### config.mk
export PLATFORM = sky130hd
export DESIGN_NAME = puf_challenge_sequencer
export DESIGN_NICKNAME = d
export VERILOG_FILES = /design/src/rtl/puf_pkg.sv /design/src/rtl/puf_phase_timer.sv /design/src/rtl/puf_challenge_sequencer.sv
export SDC_FILE = /design/constraint.sdc
export NUM_CORES = 1
export LEC_CHECK = 0
export CAP_MARGIN = 5
export CORE_AREA = 3 3 210 212
export DETAILED_ROUTE_END_ITERATION = 16
export DIE_AREA = 0 0 213 215
export PLACE_DENSITY_LB_ADDON = 0.15
export SETUP_SLACK_MARGIN = 0.02
export SLEW_MARGIN = 20
export SYNTH_ARGS = -nofsm -noshare
export SYNTH_HDL_FRONTEND = slang
export SYNTH_HIERARCHICAL = 1
export SYNTH_SLANG_ARGS = --single-unit
export TNS_END_PERCENT = 100
### constraint.sdc
create_clock -name clk -period 5 [get_ports clk]
set_input_delay 0.75 -clock clk [delete_from_list [all_inputs] [get_ports clk]]
set_output_delay 0.75 -clock clk [all_outputs]
set_load 0.05 [all_outputs]
### src/rtl/puf_pkg.sv
// Shared types and defaults for the delay-PUF challenge sequencer.
package puf_pkg;

    typedef enum logic [1:0] {
        IDLE   = 2'd0,
        RUN    = 2'd1,
        SETTLE = 2'd2,
        DONE   = 2'd3
    } seq_state_t;

    localparam int PUF_LENGTH_DEF    = 8;
    localparam int RUN_CYCLES_DEF    = 10;
    localparam int SETTLE_CYCLES_DEF = 10;

    // Signature width for a given challenge width: one response bit per challenge.
    function automatic int sig_width(input int len);
        return 1 << len;
    endfunction

endpackage

### src/rtl/puf_phase_timer.sv
// Loadable down-counter shared by the RUN and SETTLE phases.
// Loading N-1 makes o_expire assert in the N-th cycle after the load.
module puf_phase_timer #(
    parameter int W = 4
) (
    input  logic         clk,
    input  logic         reset,
    input  logic         i_load,
    input  logic [W-1:0] i_load_val,
    output logic         o_expire
);

    logic [W-1:0] r_cnt;

    // Load a new phase length, otherwise count down and park at zero.
    always_ff @(posedge clk) begin
        if (reset) begin
            r_cnt <= '0;
        end else if (i_load) begin
            r_cnt <= i_load_val;
        end else if (r_cnt != '0) begin
            r_cnt <= r_cnt - W'(1);
        end
    end

    assign o_expire = (r_cnt == '0);

endmodule

### src/rtl/puf_challenge_sequencer.sv
// Sweeps every challenge of the delay PUF, strobes run, samples the
// synchronized response into the signature and counts golden mismatches.
module puf_challenge_sequencer
    import puf_pkg::*;
#(
    parameter int  PUF_LENGTH    = PUF_LENGTH_DEF,
    parameter int  RUN_CYCLES    = RUN_CYCLES_DEF,
    parameter int  SETTLE_CYCLES = SETTLE_CYCLES_DEF,
    localparam int SIG_W         = sig_width(PUF_LENGTH)
) (
    input  logic                  clk,
    input  logic                  reset,
    input  logic                  start,
    input  logic [SIG_W-1:0]      golden,
    output logic [PUF_LENGTH-1:0] puf_challenge,
    output logic                  puf_run,
    input  logic                  puf_result,
    output logic                  busy,
    output logic                  done,
    output logic [SIG_W-1:0]      signature,
    output logic [PUF_LENGTH:0]   err_count,
    output logic                  match
);

    localparam int MAX_CYC = (RUN_CYCLES > SETTLE_CYCLES) ? RUN_CYCLES : SETTLE_CYCLES;
    localparam int TW      = $clog2(MAX_CYC + 1);

    localparam logic [TW-1:0]         RUN_LOAD    = TW'(RUN_CYCLES - 1);
    localparam logic [TW-1:0]         SETTLE_LOAD = TW'(SETTLE_CYCLES - 1);
    localparam logic [PUF_LENGTH-1:0] LAST_IDX    = PUF_LENGTH'(SIG_W - 1);

    seq_state_t            r_state;
    logic [PUF_LENGTH-1:0] r_index;
    logic                  r_run;
    logic                  r_busy;
    logic                  r_done;
    logic [SIG_W-1:0]      r_signature;
    logic [PUF_LENGTH:0]   r_err_count;

    logic                  w_expire;
    logic                  w_load;
    logic [TW-1:0]         w_load_val;
    logic                  w_last;
    logic                  w_mismatch;

    assign w_last     = (r_index == LAST_IDX);
    assign w_mismatch = puf_result ^ golden[r_index];

    puf_phase_timer #(
        .W (TW)
    ) u_timer (
        .clk        (clk),
        .reset      (reset),
        .i_load     (w_load),
        .i_load_val (w_load_val),
        .o_expire   (w_expire)
    );

    // Reload the phase timer on every transition into RUN or SETTLE.
    always_comb begin
        w_load     = 1'b0;
        w_load_val = RUN_LOAD;
        case (r_state)
            IDLE: begin
                if (start) begin
                    w_load     = 1'b1;
                    w_load_val = RUN_LOAD;
                end
            end
            RUN: begin
                if (w_expire) begin
                    w_load     = 1'b1;
                    w_load_val = SETTLE_LOAD;
                end
            end
            SETTLE: begin
                if (w_expire && !w_last) begin
                    w_load     = 1'b1;
                    w_load_val = RUN_LOAD;
                end
            end
            default: ;
        endcase
    end

    // Sweep FSM with registered strobes, signature shifter and mismatch counter.
    always_ff @(posedge clk) begin
        if (reset) begin
            r_state     <= IDLE;
            r_index     <= '0;
            r_run       <= 1'b0;
            r_busy      <= 1'b0;
            r_done      <= 1'b0;
            r_signature <= '0;
            r_err_count <= '0;
        end else begin
            case (r_state)
                IDLE: begin
                    r_done <= 1'b0;
                    if (start) begin
                        r_index     <= '0;
                        r_err_count <= '0;
                        r_run       <= 1'b1;
                        r_busy      <= 1'b1;
                        r_state     <= RUN;
                    end
                end
                RUN: begin
                    if (w_expire) begin
                        r_run   <= 1'b0;
                        r_state <= SETTLE;
                    end
                end
                SETTLE: begin
                    if (w_expire) begin
                        // Right shift so challenge 0 ends up in bit 0 after the full sweep.
                        r_signature <= {puf_result, r_signature[SIG_W-1:1]};
                        r_err_count <= r_err_count + {{PUF_LENGTH{1'b0}}, w_mismatch};
                        if (w_last) begin
                            r_busy  <= 1'b0;
                            r_done  <= 1'b1;
                            r_state <= DONE;
                        end else begin
                            r_index <= r_index + PUF_LENGTH'(1);
                            r_run   <= 1'b1;
                            r_state <= RUN;
                        end
                    end
                end
                DONE: begin
                    r_done  <= 1'b0;
                    r_state <= IDLE;
                end
                default: r_state <= IDLE;
            endcase
        end
    end

    assign puf_challenge = r_index;
    assign puf_run       = r_run;
    assign busy          = r_busy;
    assign done          = r_done;
    assign signature     = r_signature;
    assign err_count     = r_err_count;
    assign match         = (r_err_count == '0);

endmodule

# Word level (Yosys, flattened, before mapping)
# Index checks and enable logic that the tools add are counted.
# classes
addsub,3
n_lt_le_gt_ge,1
n_eq_ne,9
muxes,31
bitwise,1
reduce_logical,19
# op_table
op,n
$mux 8,3
$mux 9,2
$pmux 9 s2,1
$pmux 8 s2,1
$mux 1,12
$ne 2x2->1 const B,5
$add 9x1->9,1
$logic_not 9->1,1
$lt 8x9->1 const B,1
$reduce_and 3->1,3
$add 8x1->8 const B,1
$bmux 1 s8,1
$eq 8x8->1 const B,1
$mux 2,4
$mux 4,2
$pmux 2 s4,1
$reduce_and 4->1,2
$pmux 1 s3,2
$reduce_bool 2->1,3
$reduce_and 5->1,1
$eq 2x2->1 const B,2
$logic_not 4->1,1
$pmux 1 s2,2
$reduce_bool 4->1,1
other kinds (9),10
# totals
ff_bits,282
in_bits,260
out_inout_bits,277
word_cells,73

# Logic depth before layout (Yosys ltp)
# Gate-level depths: netlist of the first run.
# logic_depth
word_depth,6
depth_mapped,17
ltp_nobuf,13

# Hierarchy
# Netlist of the first run, hierarchy kept.
# by_module_without_submodules
module,instances,cells_each,area_each_um2,seq_area_each_um2
puf_challenge_sequencer,1,1427,11923.9,5565.3
puf_phase_timer,1,24,229.0,80.1

# Worst setup path after synthesis of the first run
# Ideal clock, no wire load.
# synth_timing
kind,register -> register
start,register r_index[0] (netlist: puf_challenge[0])
end,register r_err_count[6] (netlist: err_count[6])
setup_ps,128
arrival_ps,3605
required_ps,4872
slack_ps,1267
stages_incl_launch_ff,17
path_buffers,3
period_less_slack_ps,3733
cell_sequence,dfxtp_1 buf_2 buf_6 buf_2 mux4_2 mux2i_1 o22ai_1 nor4_1 a21oi_1 a22oi_2 xnor2_1 ha_1 ha_1 and3_1 nand4_1 xor2_1 nor2_1
# synth_via
elab_chain_len,6
# synth_rtl
item,line_no,rtl
start: declaration,puf_challenge_sequencer.sv:33,logic [PUF_LENGTH-1:0] r_index;
start signal: assignment,puf_challenge_sequencer.sv:124,r_index <= r_index + PUF_LENGTH'(1);
$bmux 1 s8,puf_challenge_sequencer.sv:47,assign w_mismatch = puf_result ^ golden[r_index];
$mux 1 (not written as such),puf_challenge_sequencer.sv:47,
$xor 1x1->1,puf_challenge_sequencer.sv:47,
$add 9x1->9,puf_challenge_sequencer.sv:118,"r_err_count <= r_err_count + {{PUF_LENGTH{1'b0}}, w_mismatch};"
$mux 9,puf_challenge_sequencer.sv:115,if (w_expire) begin
$pmux 9 s2,puf_challenge_sequencer.sv:97,case (r_state)
end signal: assignment,puf_challenge_sequencer.sv:118,
end: declaration,puf_challenge_sequencer.sv:38,logic [PUF_LENGTH:0] r_err_count;
# No other way between the ends. The select of a mux whose other input is x is not followed.
# A chain may end at the register's enable or synchronous reset.

# Worst setup path in the final report of the first run
# layout_timing
start,register r_index[0] (netlist: puf_challenge[0])
end,register r_err_count[5] (netlist: err_count[5])
# Same word-level chain as after synthesis.

==> flow_metrics.env, run 1 <==
export IMPL_gp_congestion=0.8492
export IMPL_dp_slack_ns=0.7432
export IMPL_ir_drop_mv=0.2318
export IMPL_worst_slew_pin_slew_ns=1.057
export IMPL_finalMaxSlewViolations=0
export IMPL_grt_setup_unrepaired="no"
export IMPL_diodes=0
export IMPL_drv_cap=0
export IMPL_dieWidth_microns=213
export IMPL_synth_area_leaders="dfxtp_1 (46%), nand2_1 (17%), a21oi_1 (11%)"
export IMPL_reg2reg_to="err_count[5]"
export IMPL_period_minus_slack_ns=3.823
export IMPL_cp_endpoint="err_count[5]"
export IMPL_place_hpwl_microns=35460
export IMPL_nFillCells=4171
export IMPL_cp_data_required_time_ns=5.49
export IMPL_utilization_pct=45.11
export IMPL_route_met3_wl_microns=3865
export IMPL_cts_made_buffers=31
export IMPL_startpoint_type="register"
export IMPL_tns_ns=0
export IMPL_p_per_area_mw_per_mm2=295.0
export IMPL_r2r_slack_ns=1.18
export IMPL_synthesis_area_sq_mm=0.01215
export IMPL_holdCritPathClass="reg -> reg"
export IMPL_port_buffers=536
export IMPL_clkSinkCount=282
export IMPL_rows=75
export IMPL_synth_seq_cells=282
export IMPL_yosysSeqAreaShare_pct=46.45
export IMPL_p_leak_nw=6.122
export IMPL_seqPwrFrac_pct=41.2
export IMPL_cts_tree="done"
export IMPL_die_y_microns=215
export IMPL_p_clk_share_pct=42.9
export IMPL_r2r_cells=11
export IMPL_synth_edf_count=0
export IMPL_synth_most_common_cell="nand2_1"
export IMPL_top_layer="met4"
export IMPL_cts_buffer_depth=3
export IMPL_clock_tree_root_cell="clkbuf_16"
export IMPL_max_freq_mhz=261.6
export IMPL_htree_levels=1
export IMPL_swShare_pct=26.26
export IMPL_detail_route_iter0_violations=705
export IMPL_synthArstFlopShare_pct=0
export IMPL_fin_ws_ns=1.177
export IMPL_met2_length_microns=24510
export IMPL_yosysUniqueCellTypes=51
export IMPL_ant_nets=0
export IMPL_grt_pass1_wl_microns=71490
export IMPL_cts_resized=0
export IMPL_multi_input_area_sq_mm=0.006027
export IMPL_wl_met1_microns=18320
export IMPL_drt_total_wl_microns=48160
export IMPL_start_util_pct=28.84
export IMPL_syn_avg_cell_area_sq_um=8.376
export IMPL_crit_fanout=30
export IMPL_fin_skew_ns=0.009997
export IMPL_grt_overflow_total=0
export IMPL_p_sw_w=0.001473
export IMPL_yosys_top_cells_count="nand2_1 (538), dfxtp_1 (282), a21oi_1 (271), clkbuf_1 (92), mux4_2 (59)"
export IMPL_nNetsFinal=2186
export IMPL_clock_latency_ns=0.56
export IMPL_cell_internal_pwr_w=0.004135
export IMPL_max_slew_margin_rel_pct=29.51
export IMPL_ioPinCount=537
export IMPL_drtPass1Iterations=5
export IMPL_cts_hold_buffers=0
export IMPL_cts_setup_buffers=0
export IMPL_vias_per_cell=4.807
export IMPL_antenna_found_initial=1
export IMPL_clk_pin_slew_ns=0.06
export IMPL_startpoint="puf_challenge[0]"
export IMPL_ys_warn_count=6
export IMPL_wl_per_cell_microns=19.40
export IMPL_syn_to_final_growth_pct=56.41
export IMPL_whs_path_depth=2
export IMPL_arrival_ns=4.31
export IMPL_die_area_sq_mm=0.04580
export IMPL_num_vias=11930
export IMPL_ys_flop_type="dfxtp_1"
export IMPL_syn_inst=1451
export IMPL_combPwrFrac_pct=15.9
export IMPL_grt_max_degree=166
export IMPL_status="finished, final reports clean"
export IMPL_synth_top_area_cell="dfxtp_1"
export IMPL_drc=0
export IMPL_worst_setup_path_type="reg -> reg"
export IMPL_drive_gt1_share_pct=7.463
export IMPL_grt_pass1_vias=11690
export IMPL_globalRouteTotalUtil_pct=19.79
export IMPL_r2r_start="puf_challenge[0]"
export IMPL_end_kind="register"
export IMPL_hold_viol=0
export IMPL_synth_top_area_share_pct=46.45
export IMPL_coreArea_sq_mm=0.04213
export IMPL_setup_viol=0
export IMPL_seq_area_sq_mm=0.005654
export IMPL_finalCritPeriodShare_pct=76.46
## logic make-up (layout without fill, tap and decap cells)
group | Yosys count | after routing | synth area share, %
adders and majority gates | 8 | 8 | 0.8237
AOI/OAI and AO/OA | 315 | 315 | 13.79
DFF | 282 | 282 | 46.45
buffers and inverters | 122 | 612 | 4.098
xor gates and xnor gates | 14 | 14 | 1.009
and+or+nand+nor | 627 | 627 | 20.69
muxes | 81 | 81 | 13.08
other | 2 | 4 | 0.06180
## flip-flops by register name, indices dropped and copies added, names as in the netlist
name and cells:
signature 256, err_count 9, puf_challenge 8, u_timer/r_cnt 4, r_state 2, busy 1, done 1, puf_run 1
## cell usage in the layout, fill, tap and decap left out, drive strengths merged, types with 3 or more instances in the layout
cell type and count:
or3 3, clkbuf 44, nand2 538, mux2i 14, xnor2 3, clkdlybuf4s50 535, nand4 3, inv 7
conb 4, a32oi 3, or2 4, nor2 28, a21oi 271, xor2 11, clkinv 8, nor4 3
mux4 61, o21ai 10, o22ai 4, nand3 12, mux2 6, a22oi 11, a211oi 3, and3 4
nand2b 6, dfxtp 282, nor3 7, ha 8, bufinv 4, nor2b 9, buf 12
## critical path, cell delays in order, from the launching register on
cell and delay (ns):
dfxtp_4 0.74, mux4_2 0.58, mux2_2 0.32, a211oi_1 0.26
nor3_1 0.08, or4_1 0.48, a22oi_2 0.20, xnor2_1 0.15
ha_1 0.20, nand4_1 0.19, or3_1 0.39, a21oi_1 0.15
## how the worst min path moves through the flow
stage | startpoint | slack (ns) | endpoint
after detailed placement | signature[0] | 0.46 | signature[0]
after global placement | signature[0] | 0.45 | signature[0]
final | signature[18] | 0.46 | signature[17]
after floorplan | r_state[0] | 0.53 | r_state[0]
after CTS | signature[0] | 0.47 | signature[0]
after global routing | signature[216] | 0.48 | signature[215]
## routing by layer
metal	vias up	track usage, %
met4	0	6.188
li1	5836	-
met3	61	5.761
met5	-	0
met1	5673	22.32
met2	360	35.67
## layout make-up
| cell class | count | share of cell area [%] |
|---|---|---|
| tap | 539 | 3.548 |
| inverter | 6 | 0.1185 |
| clock inverter | 15 | 1.027 |
| multi-input combinational | 1049 | 31.71 |
| clock buffer | 43 | 4.739 |
| timing repair buffer | 548 | 29.11 |
| sequential | 282 | 29.75 |
## per-stage QoR
step / cell area (sq um) / hold WS (ns) / std cells / power (W)
after CTS: 19010 / 0.4653 / 2482 / 0.005706
after global placement: 17910 / 0.4506 / 2424 / 0.003249
after global routing: 19010 / 0.4800 / 2482 / 0.005877
after detailed placement: 17910 / 0.4571 / 2424 / 0.003260
final: 19010 / 0.4642 / 2482 / 0.005608
after floorplan: 12160 / 0.5254 / 1453 / 0.002868
## power groups by stage
stage,Clock [W],Combinational (W),Sequential (W)
after global placement,0,0.000890,0.00236
after global routing,0.00259,0.000969,0.00231
after detailed placement,0,0.000898,0.00236
final,0.00241,0.000892,0.00231
after floorplan,0,0.000497,0.00237
after CTS,0.00249,0.000904,0.00231
Note: power is estimated with default switching activity, not from simulation.
==> run 2, diff against run 1 <==
Settings changed: CORE_AREA 3 3 210 212 to 3 3 208 210, DIE_AREA 0 0 213 215 to 0 0 211 213.
Clock period 5 ns to 3.7 ns, I/O delays scaled along.
==> flow_metrics.env, run 2 (synthesized netlist as in run 1, its figures left out) <==
export IMPL_grt_setup_unrepaired="no"
export IMPL_place_hpwl_microns=37370
export IMPL_htree_levels=2
export IMPL_vias_per_cell=4.803
export IMPL_clk_pin_slew_ns=0.05
export IMPL_num_vias=12030
export IMPL_dp_slack_ns=-0.3035
export IMPL_setup_viol=0
export IMPL_finalMaxSlewViolations=0
export IMPL_wl_per_cell_microns=19.76
export IMPL_startpoint_type="primary input"
export IMPL_crit_chain="clkdlybuf4s50_1 -> mux4_2 -> mux4_2 -> nor2b_1 -> nor3_1 -> or4_1 -> a22oi_2 -> xnor2_1 -> ha_2 -> ha_1 -> and3_4 -> nand4_1 -> xor2_1 -> nor2_1"
export IMPL_gp_congestion=0.9253
export IMPL_syn_to_final_growth_pct=58.94
export IMPL_worst_slew_pin_slew_ns=0.8495
export IMPL_drive_gt1_share_pct=8.605
export IMPL_nNetsFinal=2210
export IMPL_ir_drop_mv=0.2763
export IMPL_power_w=0.007715
export IMPL_clock_latency_ns=0.53
export IMPL_arrival_ns=3.86
export IMPL_critPathSlowestCell="mux4_2"
export IMPL_antenna_found_initial=3
export IMPL_start_util_pct=29.10
export IMPL_layout_commonest_cell="nand2_1"
export IMPL_clkSinkCount=282
export IMPL_fin_cells=2504
export IMPL_ioPinCount=537
export IMPL_cts_made_buffers=35
export IMPL_coreArea_sq_mm=0.04176
export IMPL_dieWidth_microns=211
export IMPL_max_freq_mhz=287.9
export IMPL_p_leak_nw=6.265
export IMPL_rows=75
export IMPL_cp_common_cell="mux4_2"
export IMPL_drv_cap=0
export IMPL_period_minus_slack_ns=3.474
export IMPL_end_kind="register"
export IMPL_worst_setup_path_type="in -> reg"
export IMPL_nFillCells=4083
export IMPL_hold_viol=0
export IMPL_detail_route_iter0_violations=777
export IMPL_cts_buffer_depth=3
export IMPL_crit_fanout=3
export IMPL_place_inst=2438
export IMPL_grt_pass1_vias=11650
export IMPL_cp_data_required_time_ns=4.09
export IMPL_drt_total_wl_microns=49490
export IMPL_grt_max_degree=117
export IMPL_max_slew_margin_rel_pct=43.36
export IMPL_utilization_pct=46.26
export IMPL_status="finished, final reports clean"
export IMPL_largest_register_ffs=256
export IMPL_drtPass1Iterations=7
export IMPL_holdCritPathClass="reg -> reg"
export IMPL_clock_tree_root_cell="clkbuf_16"
export IMPL_port_buffers=536
export IMPL_p_per_area_mw_per_mm2=399.4
export IMPL_ant_nets=0
export IMPL_drc=0
export IMPL_die_area_sq_mm=0.04494
export IMPL_fin_ws_ns=0.2263
export IMPL_globalRouteTotalUtil_pct=20.89
export IMPL_max_stage_delay_ns=0.49
export IMPL_final_cell_mix="nand2_1 (537), clkdlybuf4s50_1 (535), dfxtp_1 (279), a21oi_1 (271), mux4_2 (61)"
export IMPL_fin_skew_ns=0.01333
export IMPL_grt_overflow_total=0
export IMPL_cts_tree="done"
export IMPL_finalCritPeriodShare_pct=93.88
export IMPL_grt_pass1_wl_microns=72110
export IMPL_die_y_microns=213
[run 2: changes by cell type in the layout (fill, tap and decap cells not counted), sizes merged]
cell	change
inv	+1
buf	+19
clkbuf	+8
clkinv	-3
bufinv	-2
diode	+1
clkinvlp	-2
[run 2: layout make-up]
cell class	instances	area (sq um)	area share [%]
Antenna cell	1	2.502	0.01296
Clock inverter	9	113.9	0.5895
Multi-Input combinational cell	1049	6040	31.27
Timing Repair Buffer	568	5796	30.00
Sequential cell	282	5654	29.27
Clock buffer	50	1013	5.247
Tap cell	539	674.4	3.491
Inverter	6	22.52	0.1166
[run 2: through the flow]
stage / instance area (sq um) / hold WS [ns] / TNS [ns]
final: 19320 / 0.4591 / 0
after CTS: 19210 / 0.4653 / 0
after detailed placement: 18080 / 0.4573 / -1.501
after floorplan: 12160 / 0.5254 / 0
after global routing: 19320 / 0.4836 / 0
after global placement: 18080 / 0.4426 / -1.137
[run 2: what timing repair did]
item / CTS / global route
gates resized for setup: 0 / 11
setup buffers: 0 / 5
hold buffers: 0 / 0
setup endpoints to repair: 0 / 6
[run 2: critical path: cells and delay by family]
family                   cells  cell delay [ns]
AO/OA/AOI/OAI                1             0.21
XOR/XNOR                     2             0.33
adder cells (fa/ha/maj)      2             0.37
buffers and inverters        1             0.47
multiplexers                 2             0.97
AND/OR/NAND/NOR              6             0.97
[run 2: where the power goes]
part / switching (W) / leakage [nW] / total, W / internal (W)
clock: 0.00129 / 0.556 / 0.00333 / 0.00204
combinational: 0.000690 / 3.44 / 0.00127 / 0.000577
sequential: 0.0000396 / 2.27 / 0.00311 / 0.00307
total: 0.00202 / 6.27 / 0.00771 / 0.00570
[run 2: metal layers]
| layer | global-route usage (%) | wire length [microns] |
|---|---|---|
| met5 | 0 | 0 |
| met4 | 7.113 | 1382 |
| met3 | 6.230 | 3668 |
| met2 | 35.94 | 24420 |
| met1 | 25.03 | 20020 |
[run 2: worst paths after layout]
path | startpoint | to | slack (ns) | cells past startpoint
setup / recovery | golden[214] | err_count[6] | 0.23 | 14
hold reg to reg | signature[0] | signature[0] | 0.46 | 2
setup reg to reg | puf_challenge[1] | err_count[6] | 0.23 | 13
hold / removal | signature[0] | signature[0] | 0.46 | 2
